[src/rtl/stream_demux_pkg.sv]
// Shared types and sizes for the 1-to-4 stream demultiplexer.
package stream_demux_pkg;

  localparam int N_CH  = 4;
  localparam int SEL_W = 2;

  typedef enum logic {CH_EMPTY, CH_FULL} ch_state_t;

endpackage

[src/rtl/demux_out_slot.sv]
// One output channel: single-entry buffer with valid/ready handshake and a
// wrapping count of words loaded into it.
//
// state    | meaning
// CH_EMPTY | no word buffered, valid low
// CH_FULL  | word buffered in data_q, valid high until the sink takes it
module demux_out_slot
  import stream_demux_pkg::*;
#(
  parameter int DATA_W = 4,
  parameter int CNT_W  = 8
) (
  input  logic              clk,
  input  logic              rst,
  input  logic              load,
  input  logic [DATA_W-1:0] data,
  input  logic              ready,
  output logic              valid,
  output logic [DATA_W-1:0] data_q,
  output logic [CNT_W-1:0]  cnt
);

  ch_state_t state_q, state_d;
  logic      drain;

  assign valid = (state_q == CH_FULL);
  assign drain = valid & ready;

  always_ff @(posedge clk or posedge rst) begin
    if (rst) state_q <= CH_EMPTY;
    else     state_q <= state_d;
  end

  // A load while draining keeps the slot full; the new word overwrites in place.
  always_comb begin
    state_d = state_q;
    case (state_q)
      CH_EMPTY: if (load)           state_d = CH_FULL;
      CH_FULL:  if (drain && !load) state_d = CH_EMPTY;
      default:                      state_d = CH_EMPTY;
    endcase
  end

  always_ff @(posedge clk or posedge rst) begin
    if (rst) begin
      data_q <= '0;
      cnt    <= '0;
    end else if (load) begin
      data_q <= data;
      cnt    <= cnt + 1'b1;
    end
  end

endmodule

[src/rtl/stream_demux_1_4.sv]
// Registered 1-to-4 stream demultiplexer: steers each accepted word to the
// one-entry buffer of the channel named by in_sel.
module stream_demux_1_4
  import stream_demux_pkg::*;
#(
  parameter int DATA_W = 4,
  parameter int CNT_W  = 8
) (
  input  logic                   clk,
  input  logic                   rst,
  input  logic                   in_valid,
  output logic                   in_ready,
  input  logic [DATA_W-1:0]      in_data,
  input  logic [SEL_W-1:0]       in_sel,
  output logic [N_CH-1:0]        out_valid,
  input  logic [N_CH-1:0]        out_ready,
  output logic [N_CH*DATA_W-1:0] out_data,
  output logic [N_CH*CNT_W-1:0]  cnt
);

  logic [N_CH-1:0] load;

  // Only the selected channel gates acceptance, so a stalled sink blocks nobody else.
  assign in_ready = ~rst & (~out_valid[in_sel] | out_ready[in_sel]);

  for (genvar i = 0; i < N_CH; i++) begin : g_ch
    assign load[i] = in_valid & in_ready & (in_sel == SEL_W'(i));

    demux_out_slot #(
      .DATA_W(DATA_W),
      .CNT_W (CNT_W)
    ) u_slot (
      .clk   (clk),
      .rst   (rst),
      .load  (load[i]),
      .data  (in_data),
      .ready (out_ready[i]),
      .valid (out_valid[i]),
      .data_q(out_data[i*DATA_W +: DATA_W]),
      .cnt   (cnt[i*CNT_W +: CNT_W])
    );
  end

endmodule

[config.mk]
export PLATFORM = sky130hd
export DESIGN_NAME = stream_demux_1_4
export DESIGN_NICKNAME = d
export VERILOG_FILES = /design/src/rtl/stream_demux_pkg.sv /design/src/rtl/demux_out_slot.sv /design/src/rtl/stream_demux_1_4.sv
export SDC_FILE = /design/constraint.sdc
export NUM_CORES = 1
export LEC_CHECK = 0
export CORE_UTILIZATION = 47
export CTS_BUF_LIST = sky130_fd_sc_hd__clkbuf_16
export CTS_CLUSTER_DIAMETER = 120
export DETAILED_ROUTE_END_ITERATION = 10
export GPL_ROUTABILITY_DRIVEN = 0
export GPL_TIMING_DRIVEN = 0
export PLACE_DENSITY = 0.86
export SLEW_MARGIN = 0
export SYNTH_ARGS = -nofsm -noshare
export SYNTH_HDL_FRONTEND = slang
export SYNTH_HIERARCHICAL = 1
export SYNTH_SLANG_ARGS = --single-unit
[constraint.sdc]
create_clock -name clk -period 2.4 [get_ports clk]
set_clock_uncertainty 0.2 [all_clocks]
set_input_delay 0.6 -clock clk [delete_from_list [all_inputs] [get_ports clk]]
set_output_delay 0.6 -clock clk [all_outputs]
set_load 0.02 [all_outputs]
# == Word-level counts from Yosys, hierarchy flattened ==
# Cells that the tools add are included.
# classes
addsub,4
n_lt_le_gt_ge,1
n_eq_ne,3
n_mux,16
bitwise,17
reduce_logical,9
# op_table
cell,n
8-bit by 1-bit adder with 8-bit output (second input constant),4
1-bit AND,10
1-bit 2-to-1 mux,10
1-bit one-hot mux with 2 select lines,4
1-bit NOT,6
1-bit binary-select mux with 2-bit select,2
2-bit == test (second input constant),2
1-bit logical AND,4
1-bit logical NOT,4
2-bit by 3-bit < comparator with 1-bit output (second input constant),1
2-bit by 1-bit == test with 1-bit output (second input constant),1
2-bit logical NOT,1
1-bit bitwise OR,1
# word_totals
reg_bits,52
in_bits,13
out_inout_bits,53

# == Logic depth before layout (Yosys ltp) ==
# Gate-level depths: netlist of run 1.
# logic_depth
depth_word,11
mapped_depth,6
mapped_depth_nobuf,6

# == By module ==
# Netlist of run 1, hierarchy kept.
# modules_own_cells
module,instances,cells_each,area_per_inst_um2
demux_out_slot,4,39,531.8
stream_demux_1_4,1,18,112.6

# == Worst setup path before layout of run 1 ==
# No wires, ideal clock.
# synth_path
kind,input port to output port
from,in in_sel[1]
to,out in_ready
arrival_ns,1.412
required_time_ns,1.600
slack_ns,0.188
stages,3
cell_sequence,or4bb_1 nand3_1 a311oi_1
# synth_via
elab_chain_cells,5
elab_cells_between_ends,7
# synth_rtl
item,line_no,rtl
"start, declared",stream_demux_1_4.sv:14,"input logic [SEL_W-1:0] in_sel,"
1-bit binary-select mux with 2-bit select,stream_demux_1_4.sv:24,assign in_ready = ~rst & (~out_valid[in_sel] | out_ready[in_sel]);
1-bit 2-to-1 mux (implied by the code),stream_demux_1_4.sv:24,
1-bit NOT,stream_demux_1_4.sv:24,
1-bit bitwise OR *,stream_demux_1_4.sv:24,
1-bit AND *,stream_demux_1_4.sv:24,
"end, declared",stream_demux_1_4.sv:12,"output logic in_ready,"
# Mark *: on every way between the ends. The rest lies on a longest branch, timed or not. The select of a mux whose other input is x is not followed.

# == Worst setup path in the final report of run 1 ==
# Ends and elaborated chain as after synthesis.

==> run_results.csv, run 1 <==
group,metric,value,unit
power_and_ir_drop,p_sw_frac,0.319,
final_layout,final_util,0.693,
status,violations,"design-rule violations",
power_and_ir_drop,clock_power_share,0.232,
synth,yosysWarningCount,6,
worst_hold_path,hold_path.startpoint,"g_ch[0].u_slot/cnt[7]",
floorplan,die_h,71.0,um
sta,fmaxAchievable,422,MHz
critical_path,critPathMaxStageDelay,0.50,ns
clock_network,clk_pin_slew,0.06,ns
drt,route.detailed.drc,6,
final_layout,syn_to_final_growth,38.5,%
drt,route.vias.total,1541,
sta,slew_headroom,0.678,
power_and_ir_drop,seqPwrFrac,0.449,
final_layout,layout.nets,263,
global_routing,busiest_layer,"met2",
critical_path,critical_path.top_delay_family,"simple AND/OR/NAND/NOR gates",
critical_path,worstPathArrival,1.57,ns
global_routing,grt_pass1_wl,7040,um
drt,wl_per_cell,14.0,um
critical_path,crit_chain,"buf_2 -> or4bb_1 -> nand3_2 -> a311oi_2 -> buf_4",
critical_path,cp-startpoint,"in_sel[1]",
synth,synthArstFlopShare,1.00,
final_layout,layout-drive-gt1-share,0.186,
critical_path,endpoint,"in_ready",
global_routing,grtUsageMet3,0.0427,
run,max_cap_viol_count,0,
sta,rsz0062_at_grt,"no",
floorplan,num_rows,24,
synth,synth_cells,174,
global_routing,antenna_found_initial,0,
power_and_ir_drop,ir_drop,594,uV
synth,synth.avg_cell_area,12.9,sq um
global_routing,grt.met1_usage,0.243,
sta,worst_slew_pin_slew,0.482,ns
drt,wirelength,4180,um
global_routing,met2_usage,0.294,
clock_network,cts_tree,"done",
synth,synth_nets,191,
final_layout,final_cell_mix,"57 x clkdlybuf4s50_1, 52 x dfrtp_1, 20 x mux2_2",
placement,dp_hpwl,3170,um
sta,hold_viol,0,
power_and_ir_drop,leakagePower,1.44,nW
clock_network,clockRootBuffer,"clkbuf_16",
status,outcome,"finished, violations left",
placement,dpl.cell_count,291,
final_layout,fin_area,0.00310,sq mm
global_routing,grt_pass1_vias,1496,
final_layout,stdcell_count,299,
critical_path,cp_max_fo,8,
drt,via_per_inst,5.15,
clock_network,numCtsBuffers,5,
synth,synth_area,0.00224,sq mm
critical_path,critPathSlowestCell,"or4bb_1",
floorplan,start_util,0.501,
critical_path,cp-start-kind,"input port",
synth,synthDistinctLibCells,24,
critical_path,endpoint_kind,"primary output",
sta,setup_viol,0,
floorplan,core_region_area,0.00447,sq mm
power_and_ir_drop,power_density,899,mW/mm^2
clock_network,clk_latency,0.28,ns
placement,place_area,0.00296,sq mm
floorplan,die_area,0.00505,sq mm
critical_path,critical_path_depth,5,
clock_network,cts.sinks,52,
synth,ys.flop_type,"dfrtp_1",
worst_hold_path,hp-class,"reg2reg",
synth,seq_area_frac_synth,0.581,
global_routing,grt_max_degree,15,
synth,synth-edff-count,0,
critical_path,crit_type,"in2out",
final_layout,num-fill-cells,314,
floorplan,die_w,71.0,um
sta,period_minus_slack,2.37,ns
drt,dr.pass1.iters,7,
critical_path,reg2reg_depth,4,
sta,drv_slew,0,
clock_network,clock_path_buffers,2,
final_layout,final_common_cell,"clkdlybuf4s50_1",
critical_path,rr_startpoint,"g_ch[1].u_slot/valid",
critical_path,crit_buf_inv,2,
clock_network,ctsHoldBuffers,0,
drt,drtIter0Drc,103,
sta,finalCritPeriodShare,0.986,
power_and_ir_drop,p_sw,889,uW
placement,numPortBuffers,65,
synth,synth-seq-cells,52,
floorplan,pin_count,66,
clock_network,cts_setup_buffers,0,
critical_path,required,1.60,ns
power_and_ir_drop,p_int,1.90,mW
power_and_ir_drop,comb_power_share,0.318,
global_routing,grt_overflow,0,
clock_network,cts.htree.levels,2,
sta,fin_hold_ws,0.264,ns
critical_path,rrSetupSlack,0.61,ns
drt,drtAntennaViolNets,0,
global_routing,grtUsageTotal,0.180,
final_layout,insertedDiodeCount,0,
critical_path,r2r_end,"g_ch[1].u_slot/cnt[1]",
## power groups by stage
stage / clock [mW] / sequential (mW) / combinational [mW]
4_1_cts: 0.667 / 1.26 / 0.902
3_3_place_gp: 0 / 1.27 / 0.879
2_1_floorplan: 0 / 1.47 / 0.230
3_5_place_dp: 0 / 1.27 / 0.897
6_report: 0.648 / 1.25 / 0.888
5_1_grt: 0.705 / 1.29 / 0.960
## layer usage
layer | vias to the layer above | share of wire
li1 | 741 | -
met4 | 0 | 0.0081
met5 | - | 0
met2 | 44 | 0.49
met3 | 2 | 0.054
met1 | 754 | 0.45
## worst min path at each step
| stage | to | slack, ns | cells after the start |
|---|---|---|---|
| finish | g_ch[0].u_slot/cnt[7] | 0.26 | 1 |
| global route | g_ch[3].u_slot/cnt[7] | 0.29 | 1 |
| CTS | g_ch[0].u_slot/cnt[7] | 0.27 | 1 |
| detailed placement | g_ch[0].u_slot/cnt[7] | 0.26 | 1 |
| global placement | g_ch[1].u_slot/cnt[7] | 0.25 | 1 |
| floorplan | g_ch[0].u_slot/cnt[0] | 0.28 | 1 |
## final cells by class
cell class                 instances  area (sq um)  area share
clock inverter                     3          11.3     0.00363
clock buffer                       5           125      0.0403
tap                               52          65.1      0.0210
multi-input combinational        107           907       0.292
sequential                        52          1300       0.420
timing repair buffer              65           628       0.203
buffer                             4          22.5     0.00726
inverter                          11          41.3      0.0133
## stage by stage
step / worst slack (ns) / power, mW / TNS, ns
2_1_floorplan: 0.188 / 1.70 / 0
3_3_place_gp: -0.750 / 2.15 / -12.76
3_5_place_dp: -0.768 / 2.17 / -12.88
4_1_cts: 0.0199 / 2.83 / 0
5_1_grt: 0.00154 / 2.95 / 0
6_report: 0.0326 / 2.79 / 0
## registers in the layout, indices dropped and copies added, names as in the netlist
| signal | count |
|---|---|
| g_ch.u_slot/cnt | 32 |
| g_ch.u_slot/data_q | 16 |
| g_ch.u_slot/valid | 4 |
## cells by family after synthesis
| logic type | synth area share |
|---|---|
| AO/OA/AOI/OAI | 0.0257 |
| AND/OR/NAND/NOR | 0.134 |
| adder cells (fa/ha/maj) | 0.0223 |
| XOR/XNOR | 0.109 |
| buffers and inverters | 0.0274 |
| flip-flops | 0.581 |
| multiplexers | 0.101 |
## Yosys cell counts (2+ instances only)
master	n	area share
buf_2	4	0.0089
a21o_1	4	0.013
nor3_2	4	0.018
inv_1	11	0.018
nor2_1	6	0.010
mux2_2	20	0.10
or4bb_1	2	0.010
nand2_1	12	0.020
nand4_1	8	0.022
xor2_1	12	0.047
o21ai_0	2	0.0045
nor3_1	2	0.0045
ha_1	4	0.022
and3_1	4	0.011
dfrtp_1	52	0.58
xnor2_1	16	0.063
nand4_2	4	0.022
## worst reg2reg max path, stage by stage (launching register included)
cell and delay [ns]:
dfrtp_1 0.41, nor2b_1 0.14, nor3_1 0.28, buf_2 0.29, mux2_2 0.36
## repair_timing
action                                  in CTS  in global routing
endpoints found under the setup margin      14                  1
gates resized for setup                     33                  1
endpoints found under the hold margin        0                  0
pin swaps                                    4                  1
No activity file was read; power rests on OpenSTA's default activity.
==> run 2: changes to the inputs <==
CAP_MARGIN = 20   (was not set)
==> results of run 2 <==
Final layout, timing and power as in run 1 (identical DEF).
==> run 3: changes to the inputs <==
ABC_AREA = 1   (was not set)
CORE_UTILIZATION = 49   (was 47)
HOLD_SLACK_MARGIN = 0.06   (was not set)
PLACE_DENSITY = 0.8   (was 0.86)
==> run 3 against run 2 <==
Net effect:
- the run now ends clean
- synthesized area rose by 17%
- fmax rose by 3.3%
- synthesized cell count rose by 77%
- via count rose by 35%
- first-iteration DRC count rose by 44%
- sequential share of layout area fell by 5.0 points
- combinational power rose by 3.8%
- clock-buffer cell count did not move
- worst setup slack improved by 0.075 ns
- cell area rose by 13%
- total power rose by 5.9%
- clock power rose by 21%
- critical path type unchanged
- critical endpoint unchanged
- highest routed layer unchanged
==> run_results.csv, run 3 <==
group,metric,value,unit
synth,synth_commonest_cells,"128 x nand2_1, 52 x dfrtp_1, 39 x inv_1",
critical_path,critPathSlowestCell,"clkdlybuf4s50_1",
sta,slew_headroom,0.658,
synth,synth_xor_area_frac,0.0400,
run,max_cap_viol_count,0,
sta,fin_hold_ws,0.273,ns
final_layout,final_common_cell,"nand2_1",
final_layout,syn_to_final_growth,34.0,%
final_layout,insertedDiodeCount,0,
drt,route.detailed.drc,0,
synth,seq_area_frac_synth,0.495,
clock_network,cts_tree,"done",
worst_hold_path,hold_depth,2,
critical_path,endpoint_kind,"primary output",
critical_path,critical_path.top_delay_family,"buffers and inverters",
placement,dp_hpwl,3960,um
synth,synth_top_area_share,0.495,
floorplan,pin_count,66,
synth,synthAdderAreaFrac,0.0191,
synth,synth-edff-count,0,
global_routing,grt_overflow,0,
floorplan,die_area,0.00566,sq mm
drt,drtIter0Drc,148,
clock_network,clk_pin_slew,0.07,ns
critical_path,cp-start-kind,"input port",
synth,synthDistinctLibCells,17,
synth,synth.avg_cell_area,8.53,sq um
final_layout,layout.nets,396,
synth,synth_top_family_by_area,"simple AND/OR/NAND/NOR gates",
synth,yosysMostFrequentCell,"nand2_1",
sta,hold_viol,0,
clock_network,clockRootBuffer,"clkbuf_16",
synth,synth_area,0.00263,sq mm
sta,worst_slew_pin_slew,0.512,ns
drt,wirelength,5370,um
synth,ys.flop_type,"dfrtp_1",
synth,yosysTopAreaCell,"dfrtp_1",
global_routing,grt_pass1_wl,8830,um
synth,synth_compound_area_frac,0.00953,
clock_network,clk_latency,0.29,ns
drt,wl_per_cell,11.9,um
critical_path,worstPathArrival,1.49,ns
placement,numPortBuffers,64,
clock_network,clock_path_buffers,2,
global_routing,grtUsageTotal,0.212,
clock_network,cts.sinks,52,
sta,fin_setup_tns,0,ns
final_layout,regMostFlops,"g_ch.u_slot/cnt",
drt,drtAntennaViolNets,0,
synth,synth-seq-cells,52,
critical_path,critPathMaxStageDelay,0.54,ns
clock_network,numCtsBuffers,5,
sta,rsz0062_at_grt,"no",
critical_path,r2r_end,"g_ch[0].u_slot/cnt[7]",
critical_path,cp_max_fo,6,
floorplan,die_w,75.2,um
floorplan,start_util,0.511,
final_layout,final_cell_mix,"128 x nand2_1, 58 x clkdlybuf4s50_1, 52 x dfrtp_1",
worst_hold_path,hold_path.startpoint,"g_ch[1].u_slot/data_q[2]",
sta,period_minus_slack,2.29,ns
critical_path,crit_chain,"clkdlybuf4s50_1 -> a21oi_2 -> buf_6",
global_routing,antenna_found_initial,0,
drt,dr.pass1.iters,4,
synth,synth_mux_area_frac,0,
worst_hold_path,hp-class,"reg2reg",
global_routing,grt_pass1_vias,1946,
synth,synthArstFlopShare,1.00,
synth,yosysWarningCount,6,
critical_path,reg2reg_depth,13,
sta,fmaxAchievable,436,MHz
floorplan,num_rows,26,
critical_path,rr_startpoint,"g_ch[3].u_slot/valid",
global_routing,grt_max_degree,16,
power_and_ir_drop,power_density,839,mW/mm^2
worst_hold_path,worstHoldEndpoint,"g_ch[1].u_slot/data_q[2]",
critical_path,crit_type,"in2out",
clock_network,cts.htree.levels,2,
status,outcome,"complete, no violations",
sta,drv_slew,0,
final_layout,largest_reg_flops,32,
power_and_ir_drop,ir_drop,520,uV
final_layout,layout-drive-gt1-share,0.121,
synth,synth_simple_gate_area_frac,0.352,
synth,synth_cells,308,
synth,synth_area_leaders,"dfrtp_1 50%, nand2_1 18%, inv_1 5.6%, xor2_1 4.0%, nand2_4 3.4%",
sta,finalCritPeriodShare,0.955,
critical_path,required,1.60,ns
floorplan,die_h,75.2,um
drt,via_per_inst,4.62,
synth,synth_nets,325,
drt,route.vias.total,2080,
critical_path,crit_buf_inv,2,
floorplan,core_region_area,0.00514,sq mm
power_and_ir_drop,leakagePower,2.00,nW
sta,setup_viol,0,
critical_path,rrSetupSlack,0.54,ns
==> run 3: cell types whose count changed after synthesis, moves of 10 or more <==
cell	delta
mux2_2	-20
nand3_1	+10
xnor2_1	-16
nand2_1	+116
inv_1	+28
==> run 3: timing repair <==
action | 4_1_cts | 5_1_grt
pin swaps | 1 | 1
hold buffers | 0 | 0
setup endpoints to repair | 1 | 1
gates resized for setup | 11 | 4
buffers inserted | 0 | 0
==> run 3: how the worst max path moves through the flow <==
| stage | startpoint | endpoint | slack (ns) | depth (start not counted) |
|---|---|---|---|---|
| 2_1_floorplan | in_sel[0] | in_ready | 0.28 | 6 |
| 3_3_place_gp | in_sel[1] | in_ready | -0.67 | 6 |
| 3_5_place_dp | in_sel[1] | in_ready | -0.70 | 7 |
| 4_1_cts | out_ready[0] | in_ready | 0.0006 | 6 |
| 5_1_grt | rst | in_ready | 0.06 | 3 |
| 6_report | rst | in_ready | 0.11 | 3 |
==> run 3: logic make-up (layout without fill, tap and decap cells) <==
kind of cell,count (synthesis),in the layout
XOR/XNOR,12,12
flip-flops,52,52
AND/OR/NAND/NOR,186,186
AO/OA/AOI/OAI,5,5
adder cells (fa/ha/maj),4,4
buffers and inverters,49,121
==> run 3: through the flow <==
step           setup slack, ns  std cells  utilization  cell area, sq um  power [mW]
5_1_grt                 0.0600        450        0.685              3520        3.12
2_1_floorplan            0.277        308            -              2630        1.74
3_5_place_dp            -0.698        442        0.653              3350        2.19
3_3_place_gp            -0.669        442        0.653              3350        2.16
4_1_cts               0.000598        450        0.684              3520        2.98
6_report                 0.107        450        0.685              3520        2.95
==> run 3: worst min-delay path: cells and delay by family (launching register included) <==
kind,cells,cell delay [ns]
DFF,1,0.35
and+or+nand+nor,2,0.09
==> run 3: report_power, final <==
part	internal [mW]	leakage [nW]	switching [mW]
Combinational	0.425	1.27	0.497
Clock	0.486	0.0850	0.301
Sequential	1.05	0.642	0.200
==> run 3: final cells by class <==
cell class              count  area, sq um
well taps                  70         87.6
flip-flops and latches     52         1300
multi-input cells         207         1110
fillers                   439         1620
clock buffers               5          125
plain buffers               5         56.3
inverters                  44          165
repair buffers             64          636
clock inverters             3         38.8
==> run 3: layer usage <==
layer,vias to the layer above,part of all wire,track usage
li1,1054,-,-
met1,972,0.46,0.279
met2,46,0.48,0.348
met3,8,0.044,0.0361
met4,0,0.017,0.0864
met5,-,0,0
